### src/rtl/ssg_scan_control_if.sv
// Signal bundle between the game FSM and the seven-segment scan controller.
// The game side drives the score pulses and game-over level; the controller returns the pin drives and the score.
interface ssg_scan_control_if;
  logic        ssg_scan_control_inc;
  logic        ssg_scan_control_clear;
  logic        ssg_scan_control_game_over;
  logic [7:0]  ssg_scan_control_anode;
  logic [6:0]  ssg_scan_control_cathodes;
  logic [15:0] ssg_scan_control_score;

  modport master (
    output ssg_scan_control_inc, ssg_scan_control_clear, ssg_scan_control_game_over,
    input  ssg_scan_control_anode, ssg_scan_control_cathodes, ssg_scan_control_score
  );

  modport slave (
    input  ssg_scan_control_inc, ssg_scan_control_clear, ssg_scan_control_game_over,
    output ssg_scan_control_anode, ssg_scan_control_cathodes, ssg_scan_control_score
  );
endinterface

### src/rtl/ssg_scan_control.sv
// Score/high-score BCD counters multiplexed onto an 8-digit common-anode display.
// Leading zeros are blanked per 4-digit group, and the display blinks while game over.
module ssg_scan_control #(
  parameter int REFRESH_DIV = 100000,
  parameter int BLINK_TICKS = 250
) (
  input  logic              ssg_scan_control_clk,
  input  logic              ssg_scan_control_rst,
  ssg_scan_control_if.slave bus
);
  localparam int PW = $clog2(REFRESH_DIV);
  localparam int BW = $clog2(BLINK_TICKS + 1);
  localparam logic [PW-1:0] PRESC_MAX = PW'(REFRESH_DIV - 1);
  localparam logic [BW-1:0] BLINK_MAX = BW'(BLINK_TICKS - 1);

  typedef enum logic {BLINK_ON, BLINK_OFF} blink_e;

  logic [15:0]   score;
  logic [15:0]   hi;
  logic          go_prev;
  logic [PW-1:0] presc;
  logic [2:0]    idx;
  logic          tick;
  blink_e        blink_state;
  blink_e        blink_next;
  logic [BW-1:0] blink_cnt;
  logic [BW-1:0] blink_cnt_next;
  logic          show;
  logic [15:0]   grp;
  logic [3:0]    nib;
  logic          blank;
  logic [6:0]    seg;
  logic [7:0]    anode;
  logic [6:0]    cathodes;

  function automatic logic [15:0] bcd_inc(input logic [15:0] v);
    logic [15:0] r;
    logic        carry;
    r     = v;
    carry = 1'b1;
    for (int i = 0; i < 4; i++) begin
      if (carry) begin
        if (r[i*4 +: 4] == 4'd9) begin
          r[i*4 +: 4] = 4'd0;
        end else begin
          r[i*4 +: 4] = r[i*4 +: 4] + 4'd1;
          carry       = 1'b0;
        end
      end
    end
    return r;
  endfunction

  function automatic logic [6:0] seg_decode(input logic [3:0] n);
    case (n)
      4'd0:    return 7'b0000001;
      4'd1:    return 7'b1001111;
      4'd2:    return 7'b0010010;
      4'd3:    return 7'b0000110;
      4'd4:    return 7'b1001100;
      4'd5:    return 7'b0100100;
      4'd6:    return 7'b0100000;
      4'd7:    return 7'b0001111;
      4'd8:    return 7'b0000000;
      4'd9:    return 7'b0000100;
      default: return 7'h7F;
    endcase
  endfunction

  assign tick = (presc == PRESC_MAX);

  // The high-score compare sees the score register before this cycle's inc lands.
  always_ff @(posedge ssg_scan_control_clk) begin
    if (ssg_scan_control_rst) begin
      score   <= '0;
      hi      <= '0;
      go_prev <= 1'b0;
    end else begin
      go_prev <= bus.ssg_scan_control_game_over;
      if (bus.ssg_scan_control_game_over && !go_prev && (score > hi))
        hi <= score;
      if (bus.ssg_scan_control_clear)
        score <= '0;
      else if (bus.ssg_scan_control_inc && (score != 16'h9999))
        score <= bcd_inc(score);
    end
  end

  always_ff @(posedge ssg_scan_control_clk) begin
    if (ssg_scan_control_rst) begin
      presc <= '0;
      idx   <= '0;
    end else if (tick) begin
      presc <= '0;
      idx   <= idx + 1'b1;
    end else begin
      presc <= presc + 1'b1;
    end
  end

  always_ff @(posedge ssg_scan_control_clk) begin
    if (ssg_scan_control_rst) begin
      blink_state <= BLINK_ON;
      blink_cnt   <= '0;
    end else begin
      blink_state <= blink_next;
      blink_cnt   <= blink_cnt_next;
    end
  end

  always_comb begin
    blink_next     = blink_state;
    blink_cnt_next = blink_cnt;
    if (!bus.ssg_scan_control_game_over) begin
      blink_next     = BLINK_ON;
      blink_cnt_next = '0;
    end else if (tick) begin
      if (blink_cnt == BLINK_MAX) begin
        blink_next     = (blink_state == BLINK_ON) ? BLINK_OFF : BLINK_ON;
        blink_cnt_next = '0;
      end else begin
        blink_cnt_next = blink_cnt + 1'b1;
      end
    end
  end

  // Dropping game_over forces ON immediately so no dark slot lingers afterwards.
  always_comb begin
    show = 1'b1;
    if (bus.ssg_scan_control_game_over)
      show = (blink_state == BLINK_ON);
  end

  always_comb begin
    grp = idx[2] ? hi : score;
    nib = grp[{idx[1:0], 2'b00} +: 4];
    case (idx[1:0])
      2'd1:    blank = (grp[15:4] == 12'h000);
      2'd2:    blank = (grp[15:8] == 8'h00);
      2'd3:    blank = (grp[15:12] == 4'h0);
      default: blank = 1'b0;
    endcase
    seg = blank ? 7'h7F : seg_decode(nib);
  end

  // Anode and cathodes share one register stage so they always change on the same edge.
  always_ff @(posedge ssg_scan_control_clk) begin
    if (ssg_scan_control_rst) begin
      anode    <= 8'hFF;
      cathodes <= 7'h7F;
    end else if (tick) begin
      anode    <= show ? ~(8'd1 << idx) : 8'hFF;
      cathodes <= seg;
    end
  end

  assign bus.ssg_scan_control_anode    = anode;
  assign bus.ssg_scan_control_cathodes = cathodes;
  assign bus.ssg_scan_control_score    = score;
endmodule
### src/flat_wrapper.sv
// flat-port wrapper written by rule: the top's interface ports become plain ports
module ssg_scan_control_flat 
#(
  parameter int REFRESH_DIV = 100000,
  parameter int BLINK_TICKS = 250
)
  (ssg_scan_control_clk, ssg_scan_control_rst, bus_ssg_scan_control_inc, bus_ssg_scan_control_clear, bus_ssg_scan_control_game_over, bus_ssg_scan_control_anode, bus_ssg_scan_control_cathodes, bus_ssg_scan_control_score);
  ssg_scan_control_if bus_i ();
  input  logic ssg_scan_control_clk;
  input  logic ssg_scan_control_rst;
  input wire logic [$bits(bus_i.ssg_scan_control_inc)-1:0] bus_ssg_scan_control_inc;
  input wire logic [$bits(bus_i.ssg_scan_control_clear)-1:0] bus_ssg_scan_control_clear;
  input wire logic [$bits(bus_i.ssg_scan_control_game_over)-1:0] bus_ssg_scan_control_game_over;
  output wire logic [$bits(bus_i.ssg_scan_control_anode)-1:0] bus_ssg_scan_control_anode;
  output wire logic [$bits(bus_i.ssg_scan_control_cathodes)-1:0] bus_ssg_scan_control_cathodes;
  output wire logic [$bits(bus_i.ssg_scan_control_score)-1:0] bus_ssg_scan_control_score;
  assign bus_i.ssg_scan_control_inc = bus_ssg_scan_control_inc;
  assign bus_i.ssg_scan_control_clear = bus_ssg_scan_control_clear;
  assign bus_i.ssg_scan_control_game_over = bus_ssg_scan_control_game_over;
  assign bus_ssg_scan_control_anode = bus_i.ssg_scan_control_anode;
  assign bus_ssg_scan_control_cathodes = bus_i.ssg_scan_control_cathodes;
  assign bus_ssg_scan_control_score = bus_i.ssg_scan_control_score;
  ssg_scan_control #(.REFRESH_DIV(REFRESH_DIV), .BLINK_TICKS(BLINK_TICKS)) u_core (.ssg_scan_control_clk(ssg_scan_control_clk), .ssg_scan_control_rst(ssg_scan_control_rst), .bus(bus_i));
endmodule
### config.mk
export PLATFORM = sky130hd
export DESIGN_NAME = ssg_scan_control_flat
export DESIGN_NICKNAME = d
export VERILOG_FILES = /design/src/rtl/ssg_scan_control_if.sv /design/src/rtl/ssg_scan_control.sv /design/src/flat_wrapper.sv
export SDC_FILE = /design/constraint.sdc
export NUM_CORES = 1
export LEC_CHECK = 0
export CORE_MARGIN = 2
export CORE_UTILIZATION = 58
export CTS_CLUSTER_DIAMETER = 120
export DETAILED_ROUTE_END_ITERATION = 8
export PLACE_DENSITY = 0.8
export SKIP_LAST_GASP = 1
export SYNTH_ARGS = -nofsm -noshare
export SYNTH_HDL_FRONTEND = slang
export SYNTH_SLANG_ARGS = --single-unit
export TNS_END_PERCENT = 1
### constraint.sdc
create_clock -name ssg_scan_control_clk -period 3.08 [get_ports ssg_scan_control_clk]
set_clock_uncertainty 0.05 [all_clocks]
set_input_delay 0.924 -clock ssg_scan_control_clk [delete_from_list [all_inputs] [get_ports ssg_scan_control_clk]]
set_output_delay 0.924 -clock ssg_scan_control_clk [all_outputs]
set_load 0.05 [all_outputs]
* Word-level counts from Yosys, hierarchy flattened
Memories as Yosys holds them, arrays and structs flattened. Index checks and enable logic that the tools add are counted.
Operators by class: reductions and logical operators 14, add/subtract/negate cells 7, bitwise operators 3, mux-type cells 25, shift operators 2, eq/ne operators 10, magnitude comparators 1
Operators with widths (number):
- 17-bit by 1-bit adder with 17-bit output (second input constant) | 1
- 17-bit equality test (second input constant) | 1
- 4-bit by 1-bit adder with 4-bit output (second input constant) | 4
- 4-bit equality test (second input constant) | 4
- 16-bit > comparator | 1
- 1-bit two-way mux | 16
- 16-bit two-way mux | 1
- 4-bit two-way mux | 4
- 8-bit two-way mux | 2
- 16-bit != test (second input constant) | 1
- 16-bit by 5-bit indexed part select with 4-bit output | 1
- 12-bit logical NOT | 1
- 8-bit by 1-bit adder with 8-bit output (second input constant) | 1
- 8-bit equality test (second input constant) | 1
- 8-bit logical NOT | 1
- 8-bit NOT | 1
- 2-bit AND reduction | 4
- 1-bit by 3-bit left shift with 8-bit output (first input constant) | 1
- 7-bit two-way mux | 1
- 2-bit OR reduction | 3
- 2-bit equality test (second input constant) | 2
- 4-bit logical NOT | 1
- 3-bit by 1-bit adder with 3-bit output (second input constant) | 1
- 1-bit logical AND | 3
- other kinds (4) | 5
Word-level totals: register bits after elaboration 77, memories 1, word-level logic and storage cells 75, output and inout bits 31, bits in read-only memories 112
Memory list:
- (no name shown) | words 16, width 7, rd ports 1, clocked after memory_dff 0, write ports 0, line ssg_scan_control.sv:55 | case (n)

* Longest topological paths before layout
depth after elaboration 14, gate-level depth with buffers 11, gate-level depth less buffers 9

* Worst setup path after synthesis
OpenSTA, ideal clock, no wires.
path kind register to register, start register u_core.score[14] (netlist: u_core.bus.ssg_scan_control_score[14]), end register u_core.hi[6], path buffers 1, cell stages (with the launch flop) 8, period minus slack after synthesis 2.548 ns, arrival time 2.426 ns, required time 2.958 ns, setup slack 0.532 ns, cells stage by stage dfxtp_1 ha_1 nand4_1 nor4_1 o21ai_0 a31oi_2 buf_6 mux2i_1
On the way: longest elaborated chain between the ends 2
RTL lines:
- from (decl) | line ssg_scan_control.sv:18 | logic [15:0] score;
- from (signal assigned) | line ssg_scan_control.sv:85 | score <= bcd_inc(score);
- 16-bit > comparator | line ssg_scan_control.sv:80 | if (bus.ssg_scan_control_game_over && !go_prev && (score > hi))
- 1-bit logical AND | line ssg_scan_control.sv:80
- to (signal assigned) | line ssg_scan_control.sv:81 | hi <= score;
- to (decl) | line ssg_scan_control.sv:19 | logic [15:0] hi;
No other way between the ends. A chain may end at the register's enable or synchronous reset.

* Worst setup path after layout
start register u_core.score[2] (netlist: u_core.bus.ssg_scan_control_score[2]), end output bus_ssg_scan_control_score[2]
RTL lines:
- to (decl) | line flat_wrapper.sv:16 | output wire logic [$bits(bus_i.ssg_scan_control_score)-1:0] bus_ssg_scan_control_score;
No word-level cell between the ends.

==> impl_metrics.yaml <==
outcome:
  outcome: "completed"
finish:
  fin_cells: 636
  num-fill-cells: 613
  diodes: 0
  drive_gt1_share_pct: 8.94
  post-route-util_pct: 68.4
  finalNetCount: 569
  area_delta_synth_final_pct: 15.0
  seq_area_um2: 1540
  final_area_um2: 4930
  multiInputGateArea_um2: 2530
synthesis:
  yosysUniqueCellTypes: 54
  ys_seq_area_share_pct: 35.9
  synth_enable_flop_cells: 0
  async_reset_ff_share_pct: 0
  synthesis.nets: 537
  syn_inst: 500
  syn_area_um2: 4290
  synth_ff_type: "dfxtp_1"
  synth_area_per_cell_um2: 8.58
  ys_warn_count: 0
  synth-seq-cells: 77
clocking:
  ctsHoldBuffers: 0
  cts_buffer_depth: 2
  clk_pin_slew_worst_paths_ns: 0.08
  cts_root_buf: "clkbuf_8"
  h-tree-depth: 3
  cts_resized: 0
  insertion_delay_ns: 0.36
  cts.sinks: 77
  cts_tree: "done"
  numCtsBuffers: 9
  cts_setup_buffers: 0
critical_path:
  worstPathMaxFanout: 11
  cp-start-kind: "flip-flop"
  worst_r2r_endpoint: "u_core.hi[6]"
  critPathArrivalTime_ns: 1.81
  crit_path_end_kind: "output pin"
  ff2ff_path_depth: 7
  r2r_start: "u_core.bus.ssg_scan_control_score[14]"
  r2r_setup_slack_ns: 0.62
  crit_chain: "clkdlybuf4s50_1"
  worstSetupPathType: "reg -> out"
  worst-path-buf-inv: 1
  cpMaxStageDelayCell: "clkdlybuf4s50_1"
  crit_family: "buffers and inverters"
  max_stage_delay_ns: 0.88
  worstPathRequired_ns: 2.11
timing:
  fin_ws_ns: 0.291
  setup_violations: 0
  slew_headroom_pct: 55.0
  tightest_slew_ns: 0.674
  post-route-period-util_pct: 90.5
  worst_hold_slack_ns: 0.408
  rsz0062_at_grt: "no"
  drv_slew: 0
  setup-tns-final_ns: 0
  fin_crit_ns: 2.79
  fmaxAchievable_mhz: 359
  hold_viol_final: 0
floorplanning:
  die_area_um2: 8100
  io_pins: 36
  initial_core_util_pct: 59.5
  die_w_um: 90.0
  rows: 31
  core-area_um2: 7210
  die_y_um: 90.0
drt:
  ant_nets: 0
  vias: 3583
  drc_errors: 0
  routed_wl_mm: 9.33
  routedWlPerCell_um: 14.7
  first_iter_violations: 159
  post_drt_via_cell_ratio: 5.63
  firstDrtPassIters: 5
min_path:
  worstHoldStart: "u_core.presc[0]"
  hold_depth: 1
  hold_end: "u_core.presc[0]"
  hold_path.class: "reg -> reg"
placement:
  port_buffers: 35
  gp_congestion: 0.842
  dp_slack_ns: 0.305
  hpwlAfterDp_mm: 6.59
  place_inst: 620
  placed_area_um2: 4730
power:
  internal_power_mw: 1.44
  ir_drop_mv: 0.310
  power_mw: 1.85
  p_leak_nw: 1.79
  combPwrFrac_pct: 3.5
  power_density_nw_per_um2: 376
  seqPwrFrac_pct: 54.2
  p_sw_uw: 412
  power_frac_clock_pct: 42.3
  swShare_pct: 22.2
global_route:
  grt_max_degree: 33
  grt_pass1_vias: 3326
  antenna_found_initial: 0
  grt_pass1_wl_mm: 15.8
  track_usage_pct: 23.7
  grt.overflow.total: 0
flow_run:
  maxCapViolations: 0
==> worst max-delay path by stage <==
stage,start,cells after the start,to
final,u_core.bus.ssg_scan_control_score[2],1,bus_ssg_scan_control_score[2]
after global routing,u_core.bus.ssg_scan_control_score[2],1,bus_ssg_scan_control_score[2]
after CTS,u_core.bus.ssg_scan_control_score[2],1,bus_ssg_scan_control_score[2]
after detailed placement,bus_ssg_scan_control_inc,6,u_core.bus.ssg_scan_control_score[15]
after global placement,bus_ssg_scan_control_inc,6,u_core.bus.ssg_scan_control_score[15]
after floorplan,u_core.bus.ssg_scan_control_score[14],7,u_core.hi[6]
==> cells in the mapped netlist, drive strengths merged, types with 8 or more instances <==
cell type   n  area share, %
o21ai      19            2.2
nand3      24            2.8
nor2       50            4.4
nand2      70            6.1
a21oi      25            2.9
mux2i      22            5.4
nor3       10            1.4
nand4      13            1.9
xnor2      12            2.4
nor4        8            1.3
ha         32            9.3
xor2       15            3.1
clkbuf     18            1.6
dfxtp      77             36
inv        29            2.5
==> registers in the layout (all words and copies together), names as in the netlist <==
register / count
u_core.blink_cnt: 8
u_core.blink_state: 1
u_core.bus.ssg_scan_control_anode: 8
u_core.bus.ssg_scan_control_cathodes: 7
u_core.bus.ssg_scan_control_score: 16
u_core.go_prev: 1
u_core.hi: 16
u_core.idx: 3
u_core.presc: 17
==> worst register-to-register path, stage by stage, from the launching register on <==
cell and delay [ns]:
dfxtp_1 0.41, ha_1 0.37, nand4_1 0.17, nor4_1 0.46, o21ai_0 0.20, a31oi_2 0.19, buf_4 0.31, mux2i_1 0.23
==> power groups by stage <==
| stage | Clock, mW | Combinational (mW) | Sequential (mW) |
|---|---|---|---|
| after floorplan | 0 | 0.0434 | 1.03 |
| after CTS | 0.801 | 0.0651 | 1.01 |
| after global placement | 0 | 0.0618 | 1.03 |
| after detailed placement | 0 | 0.0648 | 1.03 |
| after global routing | 0.848 | 0.0708 | 1.01 |
| final | 0.785 | 0.0649 | 1.01 |
==> layer usage <==
metal  share of wire [%]  track usage (%)  vias up
met4                 1.4             8.46        0
met2                  48             38.9       84
met5                   0                0        -
li1                    -                -     1799
met1                  45             31.3     1690
met3                 5.2             4.27       10
==> placed cells by master, fill, tap and decap left out, drive strengths merged, types with 2 or more instances in the layout <==
master	instances
mux4	7
xor2	15
or2	3
or4	3
nor2	50
nand4	13
xnor2	12
a31oi	3
nor4	8
o21ai	19
clkinv	3
dfxtp	77
inv	29
mux2i	22
nand2b	7
a21oi	25
nor3b	2
or3	4
clkdlybuf4s50	35
buf	10
and4	4
nor3	10
o22ai	2
nand2	70
clkbuf	13
nor2b	5
mux2	4
or4bb	2
ha	32
and3	4
nand3	24
==> area by class of cell <==
class | count | area share, %
Multi-Input combinational cell | 369 | 51.2
Sequential cell | 77 | 31.2
Timing Repair Buffer | 45 | 8.62
Clock buffer | 13 | 3.22
Tap cell | 99 | 2.51
Inverter | 30 | 2.28
Clock inverter | 3 | 0.888
==> cell families (layout without fill, tap and decap cells) <==
logic type,after synthesis,after routing,synth area share [%]
AND/OR/NAND/NOR,216,216,25.1
XOR/XNOR,27,27,5.51
buffers and inverters,54,91,5.19
flip-flops,77,77,35.9
adder cells (fa/ha/maj),32,32,9.33
AO/OA/AOI/OAI,61,61,8.83
multiplexers,33,33,10.1
(Power assumes the default switching activity.)
